`src/rtl/acc_pkg.sv`:
```
// Shared definitions for the multi-bank accumulator: operation codes and a
// helper for sizing the bank-select field.
package acc_pkg;

  typedef enum logic [3:0] {
    OP_NOP    = 4'd0,
    OP_LOAD   = 4'd1,
    OP_ADD    = 4'd2,
    OP_ADC    = 4'd3,
    OP_SUB    = 4'd4,
    OP_AND    = 4'd5,
    OP_OR     = 4'd6,
    OP_XOR    = 4'd7,
    OP_SHL    = 4'd8,
    OP_SHR    = 4'd9,
    OP_PUSH   = 4'd10,
    OP_POP    = 4'd11,
    OP_CLR    = 4'd12,
    OP_CLRALL = 4'd13,
    OP_RSV14  = 4'd14,
    OP_RSV15  = 4'd15
  } op_t;

  function automatic int sel_width(input int n);
    return (n > 1) ? $clog2(n) : 1;
  endfunction

endpackage

```
`src/rtl/acc_stack.sv`:
```
// LIFO used to save and restore {carry, value} bank contexts. Overflow and
// underflow are reported as single-cycle pulses; the caller keeps them sticky.
module acc_stack #(
  parameter int DEPTH = 4,
  parameter int WIDTH = 9
) (
  input  logic                           Clk,
  input  logic                           Reset,
  input  logic                           clear,
  input  logic                           push,
  input  logic                           pop,
  input  logic [WIDTH-1:0]               din,
  output logic [WIDTH-1:0]               top,
  output logic [$clog2(DEPTH+1)-1:0]     count,
  output logic                           full,
  output logic                           empty,
  output logic                           overflow,
  output logic                           underflow
);

  localparam int CW = $clog2(DEPTH + 1);
  localparam int AW = (DEPTH > 1) ? $clog2(DEPTH) : 1;

  logic [WIDTH-1:0] mem [DEPTH];
  logic [CW-1:0]    count_q;
  logic [CW-1:0]    top_ptr;
  logic             do_push;
  logic             do_pop;

  assign full      = (count_q == CW'(DEPTH));
  assign empty     = (count_q == '0);
  assign overflow  = push && full;
  assign underflow = pop && empty;
  assign do_push   = push && !full;
  assign do_pop    = pop && !empty;
  assign top_ptr   = count_q - CW'(1);
  assign top       = mem[top_ptr[AW-1:0]];
  assign count     = count_q;

  always_ff @(posedge Clk) begin
    // NOTE: state registers use non-blocking assignments so every flop samples
    // pre-edge values regardless of block ordering.
    if (Reset || clear) begin
      count_q <= '0;
    end else if (do_push) begin
      count_q <= count_q + CW'(1);
    end else if (do_pop) begin
      count_q <= count_q - CW'(1);
    end
  end

  // NOTE: the storage array has no reset; only the pointer defines validity,
  // which lets the array map onto plain RAM or ungated flops.
  always_ff @(posedge Clk) begin
    if (!Reset && do_push) begin
      mem[count_q[AW-1:0]] <= din;
    end
  end

endmodule

```
`src/rtl/acc_bank.sv`:
```
// N independent W-bit accumulators with per-bank carry, a shared context stack
// and a sticky stack-error flag. One operation on bank Sel per clock.
module acc_bank
  import acc_pkg::*;
#(
  parameter int W = 8,
  parameter int N = 4,
  parameter int S = 4
) (
  input  logic                         Clk,
  input  logic                         Reset,
  input  logic [3:0]                   Op,
  input  logic [sel_width(N)-1:0]      Sel,
  input  logic [W-1:0]                 DataIn,
  output logic [W-1:0]                 DataOut,
  output logic                         CarryOut,
  output logic                         Zero,
  output logic [$clog2(S+1)-1:0]       StackCount,
  output logic                         StackFull,
  output logic                         StackEmpty,
  output logic                         Error
);

  localparam int SW = sel_width(N);
  localparam logic [SW:0] NUM_BANKS = (SW + 1)'(N);

  typedef struct packed {
    logic         carry;
    logic [W-1:0] val;
  } entry_t;

  logic [W-1:0] acc_q [N];
  logic [N-1:0] carry_q;
  logic         error_q;

  op_t          op;
  logic         sel_ok;
  logic [W-1:0] cur_val;
  logic         cur_carry;
  logic [W-1:0] nxt_val;
  logic         nxt_carry;
  logic         wr_en;
  logic         push;
  logic         pop;
  logic         clr_all;
  entry_t       push_entry;
  entry_t       top_entry;
  logic         overflow;
  logic         underflow;

  assign op        = op_t'(Op);
  assign sel_ok    = ({1'b0, Sel} < NUM_BANKS);
  assign cur_val   = sel_ok ? acc_q[Sel] : '0;
  assign cur_carry = sel_ok ? carry_q[Sel] : 1'b0;

  assign push_entry = '{carry: cur_carry, val: cur_val};

  acc_stack #(
    .DEPTH(S),
    .WIDTH(W + 1)
  ) u_stack (
    .Clk       (Clk),
    .Reset     (Reset),
    .clear     (clr_all),
    .push      (push),
    .pop       (pop),
    .din       (push_entry),
    .top       (top_entry),
    .count     (StackCount),
    .full      (StackFull),
    .empty     (StackEmpty),
    .overflow  (overflow),
    .underflow (underflow)
  );

  always_comb begin
    // NOTE: every output of this block gets a default first so no path leaves
    // it unassigned, which would otherwise infer a latch.
    nxt_val   = cur_val;
    nxt_carry = cur_carry;
    wr_en     = 1'b0;
    push      = 1'b0;
    pop       = 1'b0;
    clr_all   = 1'b0;
    if (sel_ok) begin
      case (op)
        OP_LOAD: begin
          nxt_val   = DataIn;
          nxt_carry = 1'b0;
          wr_en     = 1'b1;
        end
        OP_ADD: begin
          {nxt_carry, nxt_val} = {1'b0, cur_val} + {1'b0, DataIn};
          wr_en = 1'b1;
        end
        OP_ADC: begin
          {nxt_carry, nxt_val} = {1'b0, cur_val} + {1'b0, DataIn}
                               + {{W{1'b0}}, cur_carry};
          wr_en = 1'b1;
        end
        // Bit W of the (W+1)-bit difference is the borrow.
        OP_SUB: begin
          {nxt_carry, nxt_val} = {1'b0, cur_val} - {1'b0, DataIn};
          wr_en = 1'b1;
        end
        OP_AND: begin
          nxt_val = cur_val & DataIn;
          wr_en   = 1'b1;
        end
        OP_OR: begin
          nxt_val = cur_val | DataIn;
          wr_en   = 1'b1;
        end
        OP_XOR: begin
          nxt_val = cur_val ^ DataIn;
          wr_en   = 1'b1;
        end
        OP_SHL: begin
          nxt_carry = cur_val[W-1];
          nxt_val   = {cur_val[W-2:0], 1'b0};
          wr_en     = 1'b1;
        end
        OP_SHR: begin
          nxt_carry = cur_val[0];
          nxt_val   = {1'b0, cur_val[W-1:1]};
          wr_en     = 1'b1;
        end
        OP_PUSH: push = 1'b1;
        OP_POP: begin
          pop = 1'b1;
          if (!StackEmpty) begin
            nxt_carry = top_entry.carry;
            nxt_val   = top_entry.val;
            wr_en     = 1'b1;
          end
        end
        OP_CLR: begin
          nxt_val   = '0;
          nxt_carry = 1'b0;
          wr_en     = 1'b1;
        end
        OP_CLRALL: clr_all = 1'b1;
        default: ;
      endcase
    end
  end

  always_ff @(posedge Clk) begin
    if (Reset || clr_all) begin
      for (int i = 0; i < N; i++) begin
        acc_q[i] <= '0;
      end
      carry_q <= '0;
    end else if (wr_en) begin
      acc_q[Sel]   <= nxt_val;
      carry_q[Sel] <= nxt_carry;
    end
  end

  // Error stays set until an explicit clear.
  always_ff @(posedge Clk) begin
    if (Reset || clr_all) begin
      error_q <= 1'b0;
    end else if (overflow || underflow) begin
      error_q <= 1'b1;
    end
  end

  assign DataOut  = cur_val;
  assign CarryOut = cur_carry;
  assign Zero     = (cur_val == '0);
  assign Error    = error_q;

endmodule

```
`config.mk`:
```
export PLATFORM = sky130hd
export DESIGN_NAME = acc_bank
export DESIGN_NICKNAME = d
export VERILOG_FILES = /design/src/rtl/acc_pkg.sv /design/src/rtl/acc_stack.sv /design/src/rtl/acc_bank.sv
export SDC_FILE = /design/constraint.sdc
export NUM_CORES = 1
export LEC_CHECK = 0
export ABC_AREA = 0
export CORE_ASPECT_RATIO = 0.7
export CORE_UTILIZATION = 28
export CTS_CLUSTER_DIAMETER = 200
export CTS_CLUSTER_SIZE = 12
export DETAILED_ROUTE_END_ITERATION = 8
export HOLD_SLACK_MARGIN = 0.12
export PLACE_DENSITY = 0.56
export SYNTH_ARGS = -nofsm -noshare
export SYNTH_HDL_FRONTEND = slang
export SYNTH_SLANG_ARGS = --single-unit
```
`constraint.sdc`:
```
create_clock -name Clk -period 4.5 [get_ports Clk]
set_input_delay 0.9 -clock Clk [delete_from_list [all_inputs] [get_ports Clk]]
set_output_delay 0.9 -clock Clk [all_outputs]
set_load 0.01 [all_outputs]
```
==> impl_metrics.py <==
metrics = {
    "timing": {
        "finalMaxSlewViolations": 0,
        "period_minus_slack_ps": 4299,
        "tns_ps": 0,
        "fin_worst_skew_ps": 8.361,
        "setup_violations": 0,
        "fmax_mhz": 232.6,
        "whs_ps": 473.2,
        "fin_crit_sh_pct": 95.53,
        "hold_viol": 0,
        "rsz0062_at_grt": "false",
        "worst_pin_slew_ps": 1140,
        "setup_slack_ps": 201.3,
        "slew_headroom_pct": 23.42,
    },
    "finish": {
        "drive_gt1_share_pct": 18.17,
        "area_delta_synth_final_pct": 23.85,
        "final_cell_mix": "edfxtp_1, buf_4, nor2_1, inv_1, ha_1",
        "fill_cells": 1756,
        "final_common_cell": "edfxtp_1",
        "stdcell_count": 776,
        "fin_nets": 590,
        "diodes": 0,
    },
    "grt": {
        "grt_pass1_vias": 4047,
        "grt-ovfl-total": 0,
        "grtUsageTotal_pct": 17.70,
        "antenna_found_initial": 0,
        "grt_max_degree": 21,
        "grt_first_pass_wirelength_um": 24350,
    },
    "floorplan": {
        "num_rows": 40,
        "dieWidth_um": 162.7,
        "pin_count": 32,
        "initial_core_util_pct": 29.07,
        "dieArea_mm2": 0.01863,
        "die_y_um": 114.5,
        "core_area_mm2": 0.01742,
    },
    "logic_synthesis": {
        "yosys.area.top_type": "edfxtp_1",
        "syn_avg_cell_area_um2": 10.70,
        "synth_nets": 523,
        "yosysUniqueCellTypes": 63,
        "synthArstFlopShare_pct": 0,
        "synth.cell_area_mm2": 0.005062,
        "synth_area_leaders": "edfxtp_1, ha_1, mux4_2",
        "synth-edff-count": 68,
        "syn_inst": 473,
        "yosysWarnings": 0,
        "synth_top_cell_area_share_pct": 40.34,
        "ys_ff_latch": 76,
        "yosysSeqAreaShare_pct": 43.50,
        "synth-main-ff-cell": "edfxtp_1",
    },
    "critical_path": {
        "cp.required_ps": 4720,
        "cp-end-kind": "register",
        "crit_arrival_ps": 4520,
        "rr_worst_depth": 11,
        "start_kind": "primary input",
        "r2r_slack_ps": 1130,
        "r2r-start": "acc_q[1][4]$_SDFFCE_PN0P_",
        "crit_start": "Sel[0]",
        "path_class": "primary input to register",
        "worst-path-max-fanout": 5,
        "worstReg2RegEnd": "carry_q[2]$_SDFFE_PP0P_",
    },
    "place": {
        "dp_hpwl_um": 12380,
        "place.gp.congestion": 1.014,
        "placed_cells": 760,
        "io_buffer_count": 31,
        "dp_worst_setup_slack_ps": -255.3,
    },
    "drt": {
        "ant_nets": 0,
        "vias_per_cell": 5.445,
        "vias": 4225,
        "drc": 0,
        "wl_per_cell_um": 20.30,
        "drt-total-wl_um": 15760,
        "first_pass_iters": 6,
        "first_iter_violations": 557,
    },
    "clock_tree": {
        "clk_latency_ps": 350,
        "cts.sinks": 76,
        "post_cts_buffers": 0,
        "path_clk_slew_ps": 60,
        "cts_hold_buf": 0,
        "cts-root-buf": "clkbuf_16",
        "clock_path_buffers": 2,
        "cts_made_buffers": 9,
        "cts_resized": 0,
        "h-tree-depth": 3,
        "cts_tree": "yes",
    },
    "job": {
        "drv_cap": 0,
    },
    "power_and_ir_drop": {
        "irDropWorstVdd_uv": 181.6,
        "cellLeakagePower_nw": 2.343,
        "powerDensity_mw_per_mm2": 340.9,
        "total_power_mw": 2.137,
    },
    "status": {
        "status": "finished clean",
    },
    "hold_path": {
        "whs_path_depth": 2,
        "hold_path.class": "register to register",
        "worstHoldEndpoint": "carry_q[0]$_SDFFE_PP0P_",
        "hp-start": "carry_q[0]$_SDFFE_PP0P_",
    },
}
[logic make-up (layout without fill, tap and decap cells)]
family,Yosys count,in the layout,share of synthesized area (%)
DFF,76,76,43.50
xor gates and xnor gates,16,16,3.065
muxes,22,22,9.244
buffers and inverters,66,138,5.289
adders and majority gates,34,34,8.700
and+or+nand+nor,140,140,13.32
AOI/OAI and AO/OA,119,119,16.88
[through the flow]
stage                     util, %  area (um^2)
after floorplan                 -         5062
after global placement      34.15         5947
after detailed placement    34.15         5947
after CTS                   35.87         6247
after global routing        36.00         6270
final                       36.00         6270
[layer usage]
layer	global-route usage [%]	wire, um	vias up
li1	-	-	1906
met1	27.24	7610	2077
met2	24.28	6409	226
met3	4.057	1556	16
met4	4.611	178	0
met5	0	0	-
[layout make-up]
cell class	count	area, um^2	share of cell area [%]
Timing Repair Buffer	84	720.7	11.49
Multi-Input combinational cell	331	2615	41.71
Inverter	38	142.6	2.275
Sequential cell	76	2202	35.12
Tap cell	231	289.0	4.610
Clock buffer	9	225.2	3.592
Clock inverter	7	75.07	1.197
[critical path, stage by stage]
cell and delay, ps:
clkdlybuf4s50_1 540, buf_4 200, mux4_2 570, ha_1 250, inv_1 70, fa_1 450, inv_1 80, ha_1 230
nand2_1 70, nor2_1 80, nand3_1 130, or3_1 390, a311oi_2 280, buf_4 190, o22ai_1 80
[worst max-delay path by stage]
stage | depth (start not counted) | endpoint
final | 15 | carry_q[2]$_SDFFE_PP0P_
after CTS | 15 | acc_q[0][4]$_SDFFCE_PN0P_
after detailed placement | 15 | acc_q[0][4]$_SDFFCE_PN0P_
after global placement | 13 | acc_q[1][6]$_SDFFCE_PN0P_
after global routing | 16 | acc_q[2][6]$_SDFFCE_PN0P_
after floorplan | 12 | carry_q[0]$_SDFFE_PP0P_
[state kept, by name, summed over array words and instances (netlist names)]
name,flops
u_stack.mem,36
carry_q,4
u_stack.count,3
acc_q,32
Error,1
[power by group]
group          switching (mW)  leakage [nW]  total, mW  internal (mW)
clock                   0.296         0.138      0.728          0.432
combinational           0.342          1.47      0.593          0.252
sequential            0.00724         0.733      0.816          0.809
[cell usage after synthesis (10+ instances only)]
| cell | number |
|---|---|
| edfxtp_1 | 68 |
| buf_2 | 10 |
| nor2_1 | 46 |
| nor3_1 | 10 |
| o21ai_0 | 15 |
| inv_1 | 37 |
| ha_1 | 32 |
| clkbuf_1 | 15 |
| nand2_1 | 27 |
| mux4_2 | 12 |
| a21oi_1 | 25 |
(Power assumes the default switching activity.)
